[src/rtl/id_ex_stage.sv]
// ID/EX pipeline register for the pipelined MIPS core.
// Holds the decoded control bundle and operands for EX, detects load-use and
// ID-resolved branch/JR operand hazards, and counts the bubbles it inserts.
module id_ex_stage #(
  parameter int unsigned WIDTH  = 32,
  parameter int unsigned RA_REG = 31
) (
  input  logic             clk,
  input  logic             reset_n,
  input  logic             freeze,
  input  logic             flushE,

  input  logic             regwriteD,
  input  logic             alusrcD,
  input  logic             memwriteD,
  input  logic             memtoregD,
  input  logic             byteMD,
  input  logic [1:0]       regdstD,
  input  logic [1:0]       aluopD,
  input  logic [1:0]       srcaselectorD,
  input  logic [1:0]       wd3selectorD,
  input  logic             branchD,
  input  logic             branchneD,
  input  logic             jumprD,
  input  logic [WIDTH-1:0] rd1D,
  input  logic [WIDTH-1:0] rd2D,
  input  logic [WIDTH-1:0] signimmD,
  input  logic [WIDTH-1:0] pcplus4D,
  input  logic [4:0]       rsD,
  input  logic [4:0]       rtD,
  input  logic [4:0]       rdD,
  input  logic [4:0]       writeregM,
  input  logic             memtoregM,

  output logic             regwriteE,
  output logic             alusrcE,
  output logic             memwriteE,
  output logic             memtoregE,
  output logic             byteME,
  output logic [1:0]       regdstE,
  output logic [1:0]       aluopE,
  output logic [1:0]       srcaselectorE,
  output logic [1:0]       wd3selectorE,
  output logic [WIDTH-1:0] rd1E,
  output logic [WIDTH-1:0] rd2E,
  output logic [WIDTH-1:0] signimmE,
  output logic [WIDTH-1:0] pcplus4E,
  output logic [4:0]       rsE,
  output logic [4:0]       rtE,
  output logic [4:0]       rdE,
  output logic             validE,
  output logic [4:0]       writeregE,
  output logic             stallF,
  output logic             stallD,
  output logic [15:0]      bubbles
);

  localparam int unsigned REG_W = 5;
  localparam int unsigned CNT_W = 16;
  localparam logic [CNT_W-1:0] CNT_MAX = '1;
  localparam logic [REG_W-1:0] RA_IDX  = REG_W'(RA_REG);

  // Control flops (cleared on a bubble)
  logic             regwrite_q, regwrite_d;
  logic             alusrc_q, alusrc_d;
  logic             memwrite_q, memwrite_d;
  logic             memtoreg_q, memtoreg_d;
  logic             bytem_q, bytem_d;
  logic [1:0]       regdst_q, regdst_d;
  logic [1:0]       aluop_q, aluop_d;
  logic [1:0]       srcasel_q, srcasel_d;
  logic [1:0]       wd3sel_q, wd3sel_d;
  logic             valid_q, valid_d;

  // Data flops (held on a bubble)
  logic [WIDTH-1:0] rd1_q, rd1_d;
  logic [WIDTH-1:0] rd2_q, rd2_d;
  logic [WIDTH-1:0] signimm_q, signimm_d;
  logic [WIDTH-1:0] pcplus4_q, pcplus4_d;
  logic [REG_W-1:0] rs_q, rs_d;
  logic [REG_W-1:0] rt_q, rt_d;
  logic [REG_W-1:0] rd_q, rd_d;

  logic [CNT_W-1:0] bubbles_q, bubbles_d;

  logic [REG_W-1:0] writereg_c;
  logic             ctl_xfer_c;
  logic             uses_rt_c;
  logic             lwstall_c;
  logic             ex_hit_c;
  logic             mem_hit_c;
  logic             brstall_c;
  logic             hazard_c;

  // Destination register of the instruction currently in EX
  always_comb begin
    writereg_c = '0;
    unique case (regdst_q)
      2'b00:   writereg_c = rt_q;
      2'b01:   writereg_c = rd_q;
      2'b10:   writereg_c = RA_IDX;
      default: writereg_c = '0;
    endcase
  end

  // Hazard detection: load-use against EX, branch/JR operands against EX and MEM
  always_comb begin
    ctl_xfer_c = branchD | branchneD | jumprD;
    uses_rt_c  = branchD | branchneD;

    lwstall_c  = memtoreg_q & valid_q &
                 (((rt_q == rsD) && (rsD != '0)) || ((rt_q == rtD) && (rtD != '0)));

    ex_hit_c   = regwrite_q & valid_q & (writereg_c != '0) &
                 ((writereg_c == rsD) || (uses_rt_c && (writereg_c == rtD)));

    mem_hit_c  = memtoregM & (writeregM != '0) &
                 ((writeregM == rsD) || (uses_rt_c && (writeregM == rtD)));

    brstall_c  = ctl_xfer_c & (ex_hit_c | mem_hit_c);
    hazard_c   = lwstall_c | brstall_c;
  end

  // Next-state selection: freeze holds, flush/hazard inserts a bubble, else advance
  always_comb begin
    regwrite_d = regwrite_q;
    alusrc_d   = alusrc_q;
    memwrite_d = memwrite_q;
    memtoreg_d = memtoreg_q;
    bytem_d    = bytem_q;
    regdst_d   = regdst_q;
    aluop_d    = aluop_q;
    srcasel_d  = srcasel_q;
    wd3sel_d   = wd3sel_q;
    valid_d    = valid_q;
    rd1_d      = rd1_q;
    rd2_d      = rd2_q;
    signimm_d  = signimm_q;
    pcplus4_d  = pcplus4_q;
    rs_d       = rs_q;
    rt_d       = rt_q;
    rd_d       = rd_q;
    bubbles_d  = bubbles_q;

    if (freeze) begin
      // everything holds
    end else if (flushE || hazard_c) begin
      regwrite_d = 1'b0;
      alusrc_d   = 1'b0;
      memwrite_d = 1'b0;
      memtoreg_d = 1'b0;
      bytem_d    = 1'b0;
      regdst_d   = 2'b00;
      aluop_d    = 2'b00;
      srcasel_d  = 2'b00;
      wd3sel_d   = 2'b00;
      valid_d    = 1'b0;
      if (hazard_c && (bubbles_q != CNT_MAX)) begin
        bubbles_d = bubbles_q + CNT_W'(1);
      end
    end else begin
      regwrite_d = regwriteD;
      alusrc_d   = alusrcD;
      memwrite_d = memwriteD;
      memtoreg_d = memtoregD;
      bytem_d    = byteMD;
      regdst_d   = regdstD;
      aluop_d    = aluopD;
      srcasel_d  = srcaselectorD;
      wd3sel_d   = wd3selectorD;
      valid_d    = 1'b1;
      rd1_d      = rd1D;
      rd2_d      = rd2D;
      signimm_d  = signimmD;
      pcplus4_d  = pcplus4D;
      rs_d       = rsD;
      rt_d       = rtD;
      rd_d       = rdD;
    end
  end

  // ID/EX pipeline register and bubble counter
  always_ff @(posedge clk or negedge reset_n) begin
    if (!reset_n) begin
      regwrite_q <= 1'b0;
      alusrc_q   <= 1'b0;
      memwrite_q <= 1'b0;
      memtoreg_q <= 1'b0;
      bytem_q    <= 1'b0;
      regdst_q   <= 2'b00;
      aluop_q    <= 2'b00;
      srcasel_q  <= 2'b00;
      wd3sel_q   <= 2'b00;
      valid_q    <= 1'b0;
      rd1_q      <= '0;
      rd2_q      <= '0;
      signimm_q  <= '0;
      pcplus4_q  <= '0;
      rs_q       <= '0;
      rt_q       <= '0;
      rd_q       <= '0;
      bubbles_q  <= '0;
    end else begin
      regwrite_q <= regwrite_d;
      alusrc_q   <= alusrc_d;
      memwrite_q <= memwrite_d;
      memtoreg_q <= memtoreg_d;
      bytem_q    <= bytem_d;
      regdst_q   <= regdst_d;
      aluop_q    <= aluop_d;
      srcasel_q  <= srcasel_d;
      wd3sel_q   <= wd3sel_d;
      valid_q    <= valid_d;
      rd1_q      <= rd1_d;
      rd2_q      <= rd2_d;
      signimm_q  <= signimm_d;
      pcplus4_q  <= pcplus4_d;
      rs_q       <= rs_d;
      rt_q       <= rt_d;
      rd_q       <= rd_d;
      bubbles_q  <= bubbles_d;
    end
  end

  // Output mapping; stalls are suppressed while reset is held
  assign regwriteE     = regwrite_q;
  assign alusrcE       = alusrc_q;
  assign memwriteE     = memwrite_q;
  assign memtoregE     = memtoreg_q;
  assign byteME        = bytem_q;
  assign regdstE       = regdst_q;
  assign aluopE        = aluop_q;
  assign srcaselectorE = srcasel_q;
  assign wd3selectorE  = wd3sel_q;
  assign rd1E          = rd1_q;
  assign rd2E          = rd2_q;
  assign signimmE      = signimm_q;
  assign pcplus4E      = pcplus4_q;
  assign rsE           = rs_q;
  assign rtE           = rt_q;
  assign rdE           = rd_q;
  assign validE        = valid_q;
  assign writeregE     = writereg_c;
  assign bubbles       = bubbles_q;
  assign stallF        = (hazard_c | freeze) & reset_n;
  assign stallD        = (hazard_c | freeze) & reset_n;

endmodule

[config.mk]
export PLATFORM = sky130hd
export DESIGN_NAME = id_ex_stage
export DESIGN_NICKNAME = d
export VERILOG_FILES = /design/src/rtl/id_ex_stage.sv
export SDC_FILE = /design/constraint.sdc
export NUM_CORES = 1
export LEC_CHECK = 0
export BUFFER_PORTS_ARGS = -buffer_cell sky130_fd_sc_hd__buf_4
export CAP_MARGIN = 20
export CORE_MARGIN = 3
export CORE_UTILIZATION = 48
export DETAILED_ROUTE_END_ITERATION = 8
export PLACE_DENSITY = 0.81
export SLEW_MARGIN = 30
export SYNTH_ARGS = -nofsm -noshare
export SYNTH_HDL_FRONTEND = slang
export SYNTH_SLANG_ARGS = --single-unit
[constraint.sdc]
create_clock -name clk -period 3.7 [get_ports clk]
set_clock_uncertainty 0.1 [all_clocks]
set_input_delay 0.185 -clock clk [delete_from_list [all_inputs] [get_ports clk]]
set_output_delay 0.185 -clock clk [all_outputs]
set_load 0.05 [all_outputs]
==> results.py <==
metrics = {
    "hold_path": {
        "hp-start": "freeze",
        "hold_path_class": "in2reg",
        "holdPathStages": 2,
        "holdPathEnd": "validE$_DFFE_PN0N_",
    },
    "worst_setup_path": {
        "critPathMaxStageDelay_ns": 0.67,
        "r2r_start": "regdstE[0]$_DFFE_PN0N_",
        "reg2reg_to": "rd2E[8]$_DFFE_PN0P_",
        "cp-start-kind": "flop",
        "rrSetupSlack_ns": 0.51,
        "worst_path_max_delay_cell": "dfrtp_1",
        "r2r_cells": 7,
        "cp.arrival_ns": 3.39,
        "path_cells": "o21bai_1 -> nand2_1 -> o31a_4 -> nand4_4 -> and4_4 -> buf_12 -> mux2_2",
        "crit_path_max_fanout": 57,
        "cp-end-kind": "flop",
        "crit_family": "simple AND/OR/NAND/NOR gates",
        "cp_num_buf_inv": 1,
        "worstPathRequired_ns": 3.90,
        "crit_type": "reg2reg",
    },
    "cts": {
        "cts.sinks": 173,
        "tritoncts": "built",
        "cts-root-buf": "clkbuf_16",
        "cts.htree.levels": 4,
        "cts_inserted_buffers": 17,
        "path_clk_slew_ns": 0.07,
        "clockBufferDepth": 2,
        "worstSkewPairLatency_ns": 0.43,
    },
    "die": {
        "core-area_um2": 16100,
        "fp.dieH_um": 135,
        "die_area_um2": 18200,
        "rows": 46,
        "fp.dieW_um": 135,
        "io_pins": 349,
        "start_util_pct": 49.6,
    },
    "synth": {
        "synth-xor-area-share_pct": 3.63,
        "synth_compound_area_share_pct": 5.67,
        "synth.mux.area_fraction_pct": 25.5,
        "syn_area_per_cell_um2": 15.7,
        "synth.distinct_cells": 48,
        "syn_nets": 679,
        "synth-seq-cells": 173,
        "seq_area_frac_synth_pct": 54.3,
        "syn_area_um2": 7970,
        "synth_edf_count": 0,
        "synth_ff_type": "dfrtp_1",
        "synthSimpleGateAreaFrac_pct": 6.27,
        "synth_fa_ha_area_share_pct": 0.157,
        "yosys_warnings": 0,
        "postSynthCellCount": 509,
        "synth_top_family_by_area": "multiplexers",
        "synthArstFlopShare_pct": 100,
    },
    "detailed_routing": {
        "drt-vias-per-instance": 5.33,
        "postRouteAntennaNets": 0,
        "routed_wirelength_um": 29000,
        "vias": 6648,
        "firstDrtPassIters": 5,
        "drtIter0Drc": 353,
        "routedWlPerCell_um": 23.2,
        "drc": 0,
    },
    "place": {
        "dp_hpwl_um": 17000,
        "placed_area_um2": 10700,
        "place_congestion": 0.842,
        "io_buffers": 348,
    },
    "timing": {
        "hold_viol_final": 0,
        "period_needed_ns": 3.19,
        "final.setup.tns_ns": 0,
        "post-route-period-util_pct": 86.2,
        "max_freq_mhz": 314,
        "setup_viol": 0,
        "rsz0062_at_grt": "no",
        "worstMarginPinSlew_ns": 0.650,
        "slew_headroom_pct": 56.6,
        "maxSlewViolCount": 0,
    },
    "layout": {
        "synthToLayoutAreaGrowth_pct": 61.2,
        "drive_gt1_share_pct": 53.0,
        "layout_common_cells": "buf_4 (354), dfrtp_1 (173), dlygate4sd3_1 (157)",
        "final_area_um2": 12800,
        "nets": 1188,
        "final_common_cell": "buf_4",
        "n_fill_cell": 831,
    },
    "global_routing": {
        "grt_pass1_wl_um": 43600,
        "overflow": 0,
        "track_usage_pct": 31.5,
        "grt_pass1_vias": 7102,
        "antenna_found_initial": 0,
        "grt_max_degree": 174,
    },
    "power_and_ir_drop": {
        "p_leak_nw": 6.29,
        "p_per_area_nw_per_um2": 541,
        "peakVddDrop_mv": 0.355,
    },
    "run": {
        "maxCapViolations": 0,
    },
    "status": {
        "status": "finished clean",
    },
}
-- power breakdown --
part	switching [W]	internal, W
clock network	0.000804	0.000941
registers	0.000260	0.00219
logic	0.00170	0.00106
-- metrics by stage --
stage,worst slack (ns),power [W],std cells,hold slack (ns),util [%]
6_report,0.511,0.00695,1248,0.0836,80.0
3_3_place_gp,0.626,0.00494,1057,0.301,66.5
4_1_cts,0.587,0.00684,1246,0.0581,79.8
2_1_floorplan,0.564,0.00412,509,-0.211,-
5_1_grt,0.422,0.00715,1247,0.101,79.9
3_5_place_dp,0.588,0.00499,1057,0.305,66.5
-- sequential cells by signal (all words and copies together), names as in the netlist --
register,count
byteME,1
alusrcE,1
rsE,5
srcaselectorE,2
memtoregE,1
wd3selectorE,2
validE,1
memwriteE,1
rtE,5
pcplus4E,32
rd2E,32
rdE,5
bubbles,16
rd1E,32
aluopE,2
regdstE,2
signimmE,32
regwriteE,1
-- synth_stat cells, types with 2 or more instances --
cell type	n	area share, %
nand2_1	13	0.61
a21o_1	3	0.28
nand3b_4	2	0.50
nor4_4	3	0.80
or2_2	4	0.31
xor2_1	31	3.4
nor2_1	4	0.19
nand4_1	2	0.16
mux2_1	6	0.85
a22o_1	13	1.4
a21oi_1	8	0.50
a311oi_1	13	1.4
nand3b_1	3	0.28
mux2_4	110	21
and4_1	3	0.33
inv_1	5	0.24
mux2_2	28	4.0
buf_12	11	2.8
buf_6	4	0.57
buf_2	2	0.13
or4_1	2	0.19
dfrtp_1	173	54
o21bai_2	2	0.28
nand3_1	10	0.63
o21ai_0	3	0.19
xnor2_1	2	0.22
clkbuf_1	6	0.28
nand4_4	2	0.53
nor4_1	6	0.47
o21bai_1	3	0.28
nor3_1	2	0.13
and3_1	11	0.86
buf_4	4	0.38
-- routing by layer --
metal | up-vias | routed length, um | global-route usage [%]
met1 | 3323 | 10900 | 37.7
li1 | 2881 | - | -
met4 | 0 | 1150 | 13.4
met2 | 371 | 14800 | 54.3
met5 | - | 0 | 0
met3 | 73 | 2110 | 7.97
-- cell type report --
cell class | count | area, um^2 | share of cell area [%]
antenna | 1 | 2.50 | 0.0195
clock buffer | 22 | 484 | 3.77
clock inverter | 10 | 80.1 | 0.624
inverter | 5 | 18.8 | 0.146
multi-input combinational | 303 | 3290 | 25.6
sequential | 173 | 4330 | 33.7
tap | 216 | 270 | 2.10
timing repair buffer | 518 | 4370 | 34.0
-- kinds of logic (layout without fill, tap and decap cells) --
kind of cell	after synthesis	in the layout
adders and majority gates	1	1
buffers and inverters	33	555
AOI/OAI and AO/OA	56	56
xor gates and xnor gates	33	33
muxes	144	144
and+or+nand+nor	69	69
other	0	1
DFF	173	173
-- what timing repair did --
action,4_1_cts,5_1_grt
hold buffers,157,0
setup buffers,0,0
hold endpoints to repair,329,0
resized for setup,0,0
-- worst max-delay path by stage --
stage | from | endpoint | cells after the start
floorplan | regdstE[0]$_DFFE_PN0N_ | stallF | 7
global placement | rdE[3]$_DFFE_PN0P_ | rdE[3]$_DFFE_PN0P_ | 8
detailed placement | regdstE[0]$_DFFE_PN0N_ | rdE[3]$_DFFE_PN0P_ | 8
CTS | regdstE[0]$_DFFE_PN0N_ | rdE[1]$_DFFE_PN0P_ | 8
global route | regdstE[0]$_DFFE_PN0N_ | rd2E[8]$_DFFE_PN0P_ | 7
finish | regdstE[0]$_DFFE_PN0N_ | rd2E[8]$_DFFE_PN0P_ | 7
Note: power is estimated with default switching activity, not from simulation.
